$ cat config.mk
export PLATFORM = sky130hd
export DESIGN_NAME = fir_sample_scheduler
export DESIGN_NICKNAME = d
export VERILOG_FILES = /design/src/rtl/fir_pkg.sv /design/src/rtl/fir_sync_fifo.sv /design/src/rtl/fir_sample_scheduler.sv
export SDC_FILE = /design/constraint.sdc
export NUM_CORES = 1
export LEC_CHECK = 0
export ABC_AREA = 1
export CORE_UTILIZATION = 63
export CTS_CLUSTER_SIZE = 8
export DETAILED_ROUTE_END_ITERATION = 12
export PLACE_DENSITY = 0.86
export SLEW_MARGIN = 5
export SYNTH_ARGS = -nofsm -noshare
export SYNTH_HDL_FRONTEND = slang
export SYNTH_SLANG_ARGS = --single-unit
$ cat constraint.sdc
create_clock -name clk -period 6.2 [get_ports clk]
set_input_delay 1.24 -clock clk [delete_from_list [all_inputs] [get_ports clk]]
set_output_delay 1.24 -clock clk [all_outputs]
set_load 0.005 [all_outputs]
$ cat src/rtl/fir_pkg.sv
// rtl/fir_pkg.sv - shared types and default sizing for the FIR sample scheduler
package fir_pkg;

    typedef enum logic [1:0] {
        IDLE  = 2'd0,
        ISSUE = 2'd1,
        WAIT  = 2'd2,
        ERR   = 2'd3
    } sched_state_t;

    localparam int SCHED_IN_DEPTH       = 8;
    localparam int SCHED_OUT_DEPTH      = 8;
    localparam int SCHED_TIMEOUT_CYCLES = 64;

endpackage

$ cat src/rtl/fir_sync_fifo.sv
// rtl/fir_sync_fifo.sv - first-word fall-through synchronous FIFO with occupancy count
module fir_sync_fifo
    import fir_pkg::*;
#(
    parameter int WIDTH = 32,
    parameter int DEPTH = 8
) (
    input  logic                     clk,
    input  logic                     rst,
    input  logic                     push,
    input  logic                     pop,
    input  logic                     flush,
    input  logic [WIDTH-1:0]         din,
    output logic                     full,
    output logic                     empty,
    output logic [$clog2(DEPTH):0]   count,
    output logic [WIDTH-1:0]         head
);

    localparam int AW = $clog2(DEPTH);
    localparam logic [AW:0] FULL_COUNT = (AW + 1)'(DEPTH);

    logic [WIDTH-1:0] mem [DEPTH];
    logic [AW-1:0]    wr_ptr;
    logic [AW-1:0]    rd_ptr;
    logic             do_push;
    logic             do_pop;

    // A full FIFO refuses a push even when a pop happens in the same cycle.
    assign full    = (count == FULL_COUNT);
    assign empty   = (count == '0);
    assign do_push = push && !full;
    assign do_pop  = pop && !empty;
    assign head    = mem[rd_ptr];

    always_ff @(posedge clk) begin
        if (rst || flush) begin
            wr_ptr <= '0;
            rd_ptr <= '0;
            count  <= '0;
        end else begin
            if (do_push) wr_ptr <= wr_ptr + 1'b1;
            if (do_pop)  rd_ptr <= rd_ptr + 1'b1;
            case ({do_push, do_pop})
                2'b10:   count <= count + 1'b1;
                2'b01:   count <= count - 1'b1;
                default: count <= count;
            endcase
        end
    end

    always_ff @(posedge clk) begin
        if (do_push && !rst && !flush) mem[wr_ptr] <= din;
    end

endmodule

$ cat src/rtl/fir_sample_scheduler.sv
// rtl/fir_sample_scheduler.sv - buffers samples into the FIR datapath one at a time and queues results
module fir_sample_scheduler
    import fir_pkg::*;
#(
    parameter int DATA_W         = 32,
    parameter int IN_DEPTH       = SCHED_IN_DEPTH,
    parameter int OUT_DEPTH      = SCHED_OUT_DEPTH,
    parameter int TIMEOUT_CYCLES = SCHED_TIMEOUT_CYCLES
) (
    input  logic                         clk,
    input  logic                         rst,
    input  logic                         enable,
    input  logic                         flush,
    input  logic                         in_valid,
    output logic                         in_ready,
    input  logic [DATA_W-1:0]            in_data,
    output logic                         out_valid,
    input  logic                         out_ready,
    output logic [DATA_W-1:0]            out_data,
    input  logic                         dp_ready,
    output logic                         dp_x_valid,
    output logic [DATA_W-1:0]            dp_x_data,
    input  logic                         dp_y_valid,
    input  logic [DATA_W-1:0]            dp_y_data,
    output logic                         busy,
    output logic                         timeout_err,
    output logic [$clog2(IN_DEPTH):0]    in_count,
    output logic [$clog2(OUT_DEPTH):0]   out_count
);

    localparam int TW = $clog2(TIMEOUT_CYCLES);
    localparam logic [TW-1:0] TIMER_LAST = TW'(TIMEOUT_CYCLES - 1);

    sched_state_t      state;
    sched_state_t      state_next;
    logic [TW-1:0]     timer;
    logic              in_full;
    logic              in_empty;
    logic              out_full;
    logic              out_empty;
    logic              in_push;
    logic              in_pop;
    logic              out_push;
    logic              out_pop;
    logic [DATA_W-1:0] in_head;
    logic [DATA_W-1:0] out_head;

    assign in_ready = !in_full && !rst;
    assign in_push  = in_valid && in_ready;
    assign out_pop  = out_valid && out_ready;

    fir_sync_fifo #(.WIDTH(DATA_W), .DEPTH(IN_DEPTH)) u_in_fifo (
        .clk   (clk),
        .rst   (rst),
        .push  (in_push),
        .pop   (in_pop),
        .flush (flush),
        .din   (in_data),
        .full  (in_full),
        .empty (in_empty),
        .count (in_count),
        .head  (in_head)
    );

    fir_sync_fifo #(.WIDTH(DATA_W), .DEPTH(OUT_DEPTH)) u_out_fifo (
        .clk   (clk),
        .rst   (rst),
        .push  (out_push),
        .pop   (out_pop),
        .flush (flush),
        .din   (dp_y_data),
        .full  (out_full),
        .empty (out_empty),
        .count (out_count),
        .head  (out_head)
    );

    always_ff @(posedge clk) begin
        if (rst) state <= IDLE;
        else     state <= state_next;
    end

    always_ff @(posedge clk) begin
        if (rst || state == ISSUE) timer <= '0;
        else if (state == WAIT)    timer <= timer + 1'b1;
    end

    // Issuing only when an output slot is free guarantees the result always has a home.
    always_comb begin
        state_next = state;
        in_pop     = 1'b0;
        out_push   = 1'b0;
        case (state)
            IDLE: begin
                if (enable && dp_ready && !in_empty && !out_full) state_next = ISSUE;
            end
            ISSUE: begin
                in_pop     = 1'b1;
                state_next = WAIT;
            end
            WAIT: begin
                if (dp_y_valid) begin
                    out_push   = 1'b1;
                    state_next = IDLE;
                end else if (timer == TIMER_LAST) begin
                    state_next = ERR;
                end
            end
            ERR:     state_next = ERR;
            default: state_next = IDLE;
        endcase
        if (flush) state_next = IDLE;
    end

    assign dp_x_valid  = (state == ISSUE);
    assign dp_x_data   = dp_x_valid ? in_head : '0;
    assign busy        = (state == ISSUE) || (state == WAIT);
    assign timeout_err = (state == ERR);
    assign out_valid   = !out_empty;
    assign out_data    = out_empty ? '0 : out_head;

endmodule

== Word-level counts from Yosys, hierarchy flattened ==
Memories as Yosys holds them, arrays and structs flattened. A register that Yosys moved wholly into a read port is not among the register bits.
Cells that the tools add are included.

* Flip-flop bits (word level): 28
* RAM bits: 512
* Input port bits: 72
* Output and inout bits: 77
* Logic and storage cells: 80
* Memories kept: 2

{| class="wikitable"
|+ Memory list
! memory !! words !! bits a word !! read ports !! clocked after Yosys merged registers in !! write ports !! line !! source
|-
| u_in_fifo.mem || 8 || 32 || 1 || 1 || 1 || fir_sync_fifo.sv:23 || <nowiki>logic [WIDTH-1:0] mem [DEPTH];</nowiki>
|-
| u_out_fifo.mem || 8 || 32 || 1 || 1 || 1 || fir_sync_fifo.sv:23 ||
|}

* $add $sub $neg: 9
* Equality and inequality tests: 12
* Multiplexer cells: 19
* Reductions and logical operators: 30

{| class="wikitable"
|+ Operator list
! operator !! number
|-
| 32-bit two-way mux || 2
|-
| 4-bit case mux with 2 select lines || 2
|-
| 1-bit logical AND || 14
|-
| 3-bit by 1-bit adder with 3-bit output (second input constant) || 4
|-
| 3-bit two-way mux || 4
|-
| 4-bit by 1-bit adder with 4-bit output (second input constant) || 2
|-
| 2-bit == test (second input constant) || 4
|-
| 4-bit == test (second input constant) || 2
|-
| 4-bit zero test || 2
|-
| 2-bit case mux with 4 select lines || 1
|-
| 4-bit by 1-bit subtractor with 4-bit output (second input constant) || 2
|-
| 1-bit two-way mux || 7
|-
| 6-bit by 1-bit adder with 6-bit output (second input constant) || 1
|-
| 2-bit by 1-bit == test with 1-bit output (second input constant) || 3
|-
| 6-bit == test (second input constant) || 1
|-
| 1-bit zero test || 6
|-
| 2-bit two-way mux || 3
|-
| 2-bit nonzero test || 2
|-
| 1-bit logical OR || 3
|-
| 3-bit by 2-bit != test with 1-bit output (second input constant) || 1
|-
| 2-bit zero test || 1
|-
| 2-bit != test (second input constant) || 1
|-
| 2-bit AND reduction || 1
|-
| 2-bit OR reduction || 1
|}

== Depth between registers and ports, before layout ==
* Depth in word-level cells: 9
* Gate-level depth with buffers: 15
* Mapped depth without buffers: 14

== By module ==
Synthesis repeated with hierarchy kept, for this count alone.

* Cells, all modules: 2111
* Area total of the unflattened synthesis: 22848.2 µm²

{| class="wikitable"
|+ Modules (own cells, without submodules)
! module !! times used !! cells each !! area each (µm²) !! seq. area each (µm²)
|-
| fir_sync_fifo at u_out_fifo || 1 || 953 || 10911.7 || 7947.6
|-
| fir_sync_fifo at u_in_fifo || 1 || 952 || 10909.2 || 7947.6
|-
| fir_sample_scheduler || 1 || 206 || 1027.2 || 160.2
|}

== Worst setup path before layout ==
No wires, ideal clock.

* Path kind: input-to-reg
* Start point: input port rst
* End point: memory u_in_fifo.mem[1][0] (enable)
* Setup time: 0.461 ns
* Arrival: 3.764 ns
* Required time: 5.739 ns
* Path slack: 1.975 ns
* Cell stages on the path: 2
* Path buffers: 0
* Path through: nand3b_2 -> nor3_1

* Longest elaborated chain between the ends: 8

{| class="wikitable"
|+ Ends and longest elaborated chain
! item !! line !! source
|-
| start, declared || fir_sample_scheduler.sv:11 || <nowiki>input logic rst,</nowiki>
|-
| 1-bit zero test (*) || fir_sync_fifo.sv:53, fir_sample_scheduler.sv:48 ||
|-
| 1-bit logical AND || fir_sample_scheduler.sv:48 || <nowiki>assign in_ready = !in_full && !rst;</nowiki>
|-
| 1-bit logical AND || fir_sample_scheduler.sv:49 || <nowiki>assign in_push = in_valid && in_ready;</nowiki>
|-
| 1-bit logical AND || fir_sync_fifo.sv:32 || <nowiki>assign do_push = push && !full;</nowiki>
|-
| 1-bit logical AND (*) (2 in a row) || fir_sync_fifo.sv:53 || <nowiki>if (do_push && !rst && !flush) mem[wr_ptr] <= din;</nowiki>
|-
| 1-bit two-way mux (*) || fir_sync_fifo.sv:53 ||
|-
| 1-bit two-way mux (implied by the code) (*) || fir_sync_fifo.sv:53 ||
|-
| end, declared || fir_sync_fifo.sv:23 ||
|}

Mark *: on every way between the ends. The rest lies on a longest branch, timed or not.

==> results.toml <==
[status]
status = "finished, final reports clean"

[cts]
cts_hold_buf = 0
cts.repair.resized = 0
clkLatencyLatePin_ns = 0.59
clock_path_buffers = 3
postCtsSetupBuffers = 0
cts_sinks = 546
cts_inserted_buffers = 78
clockRootBuffer = "clkbuf_16"
htreeDepth = 3
cts_tree = "done"
path_clk_slew_ns = 0.05

[layout]
final_cell_mix = "edfxtp_1 (512), nor2_1 (474), o21ai_0 (264)"
fin_cells = 2384
final_common_cell = "edfxtp_1"
nNetsFinal = 1996
syn_to_final_growth_pct = 17.6
final_area_um2 = 25800
layout-drive-gt1-share = 0.0693

[placement]
dp.cells = 2275
place_area_um2 = 23600
hpwl_mm = 24.5
finalWeightedCongestion = 0.793
port_buffers = 148

[route]
vias = 14617
drtAntennaViolNets = 0
drc_errors = 0
via_per_inst = 6.13
drt-total-wl_mm = 48.9
drtIter0Drc = 1536
drt-wirelength-per-cell_um = 20.5
firstDrtPassIters = 6

[timing]
min_period_ns = 4.91
timing.fmax_mhz = 204
period_share = 0.792
setup_viol = 0
rsz0062_at_grt = "false"
slew_violations = 0
tightest_slew_ns = 1.26
tns_ns = 0
finalHoldViolations = 0
max_slew_margin = 0.157
skew_ns = 0.0261

[critical_path]
crit_required_ns = 4.96
cpPeakStageDelay_ns = 0.72
cp.arrival_ns = 3.67
cp-start-kind = "flip-flop"
path_max_fanout = 76
critPathKind = "reg -> out"
cp-end-kind = "output port"
cp_top_family = "buffers and inverters"
cp_common_cell = "nor2_1"
crit_chain = "clkinv_2, buf_4, o21ai_0, o22ai_1, nor2_1, nor2_1, clkdlybuf4s50_1"
cp_num_buf_inv = 3
slowest_stage = "buf_4"

[global_routing]
grt_use_total = 0.275
grt_pass1_vias = 14455
grt_pass1_wl_mm = 75.2
antenna_found_initial = 1
grt_max_degree = 97
grt_overflow = 0

[power_and_ir_drop]
finalPower_mw = 7.98
power.density_nw_per_um2 = 310
seqPwrFrac = 0.508
pwr-share-clk = 0.474
p_switching_mw = 1.51
leakage_nw = 8.49
comb_power_share = 0.018
power_switching_share = 0.189
ir_drop_mv = 0.272
p_int_mw = 6.47

[yosys]
ys_seq_elements = 546
synth_fp_nets = 1855
synth_edf_count = 512
ys_async_sr_fraction = 0
synth-main-ff-cell = "edfxtp_1"
ys_warn_count = 0
netlist_area_um2 = 21900
ys_types = 33
netlist_instances = 1766
yosysSeqAreaShare = 0.733
avgSynthCellArea_um2 = 12.4

[floorplanning]
initial_core_util = 0.647
die_x_um = 188
core_um2 = 33900
fp.dieH_um = 188
rows = 67
dieArea_um2 = 35500
io_pins = 149

[flow_run]
maxCapViolCount = 0

[min_path]
hp-class = "reg -> reg"
-- sequential cells by signal, indices dropped and copies added, names as in the netlist, named ones only --
signal and cells:
u_in_fifo.mem 256, u_out_fifo.mem 256, timer 6, u_in_fifo.count 4, u_out_fifo.count 4, u_in_fifo.rd_ptr 3, u_in_fifo.wr_ptr 3, u_out_fifo.rd_ptr 3
u_out_fifo.wr_ptr 3, state 2
-- synthesized netlist by cell type, types with 3 or more instances --
master	count	area share
buf_6	23	0.012
dfxtp_1	34	0.031
nand2_1	104	0.018
o22ai_1	64	0.018
a21oi_1	22	0.0050
buf_4	9	0.0031
nor2_1	486	0.083
inv_2	3	0.00051
buf_2	26	0.0059
ha_1	16	0.0091
clkbuf_1	43	0.0074
nor3_1	8	0.0018
o21ai_0	264	0.060
xnor2_1	4	0.0016
clkbuf_2	4	0.00091
nand3_1	20	0.0046
inv_1	36	0.0062
o211ai_1	64	0.022
o21ai_1	9	0.0021
edfxtp_1	512	0.70
-- cell type report --
type	instances	area (µm²)
antenna	1	2.50
fill	1900	8110
multi-input combinational	1074	5170
tap	448	561
inverter	40	153
sequential	546	16100
clock inverter	4	42.5
clock buffer	104	2130
timing repair buffer	167	1620
-- power groups by stage --
| stage | combinational, mW | sequential [mW] | clock, mW |
|---|---|---|---|
| 6_report | 0.142 | 4.05 | 3.79 |
| 5_1_grt | 0.153 | 4.05 | 3.95 |
| 4_1_cts | 0.141 | 4.05 | 3.81 |
| 3_5_place_dp | 0.138 | 4.12 | 0 |
| 3_3_place_gp | 0.133 | 4.12 | 0 |
| 2_1_floorplan | 0.0350 | 4.12 | 0 |
-- per-layer routing --
metal / up-vias / share of wire / global-route usage
met5: - / 0 / 0
met4: 0 / 0.030 / 0.126
met3: 139 / 0.088 / 0.0475
met2: 860 / 0.52 / 0.483
met1: 7002 / 0.37 / 0.333
li1: 6616 / - / -
-- final timing paths --
kind	slack, ns	from	cells after the start	to
setup / recovery	1.29	flip-flop	7	dp_x_data[31]
hold / removal	0.46	u_in_fifo.rd_ptr[2]	2	flip-flop
setup reg to reg	3.32	state[1]	13	u_in_fifo.count[2]
hold reg to reg	0.46	u_in_fifo.rd_ptr[2]	2	flip-flop
-- metrics by stage --
stage,utilization,worst slack (ns),hold WS (ns)
after detailed placement,0.696,1.95,0.452
after floorplan,-,1.98,0.433
after global placement,0.696,2.11,0.439
after global routing,0.760,1.05,0.476
after CTS,0.760,1.30,0.460
final,0.760,1.29,0.459
-- kinds of logic (layout without fill, tap and decap cells) --
kind of cell	Yosys count	count (layout)	synth area share
AOI/OAI and AO/OA	424	424	0.108
xor gates and xnor gates	5	5	0.00200
adders and majority gates	17	17	0.0101
buffers and inverters	146	315	0.0361
DFF	546	546	0.733
other	0	1	0
and+or+nand+nor	628	628	0.111
-- worst register-to-register path: stages, from the launching register on --
cell	delay (ns)
dfxtp_1	0.34
inv_1	0.11
ha_1	0.80
nand2_1	0.23
inv_1	0.25
ha_1	0.26
nand2_1	0.07
inv_1	0.07
nor2_1	0.05
ha_1	0.17
a21oi_1	0.14
xnor2_1	0.09
o21ai_0	0.13
inv_1	0.05
(Power assumes the default switching activity.)
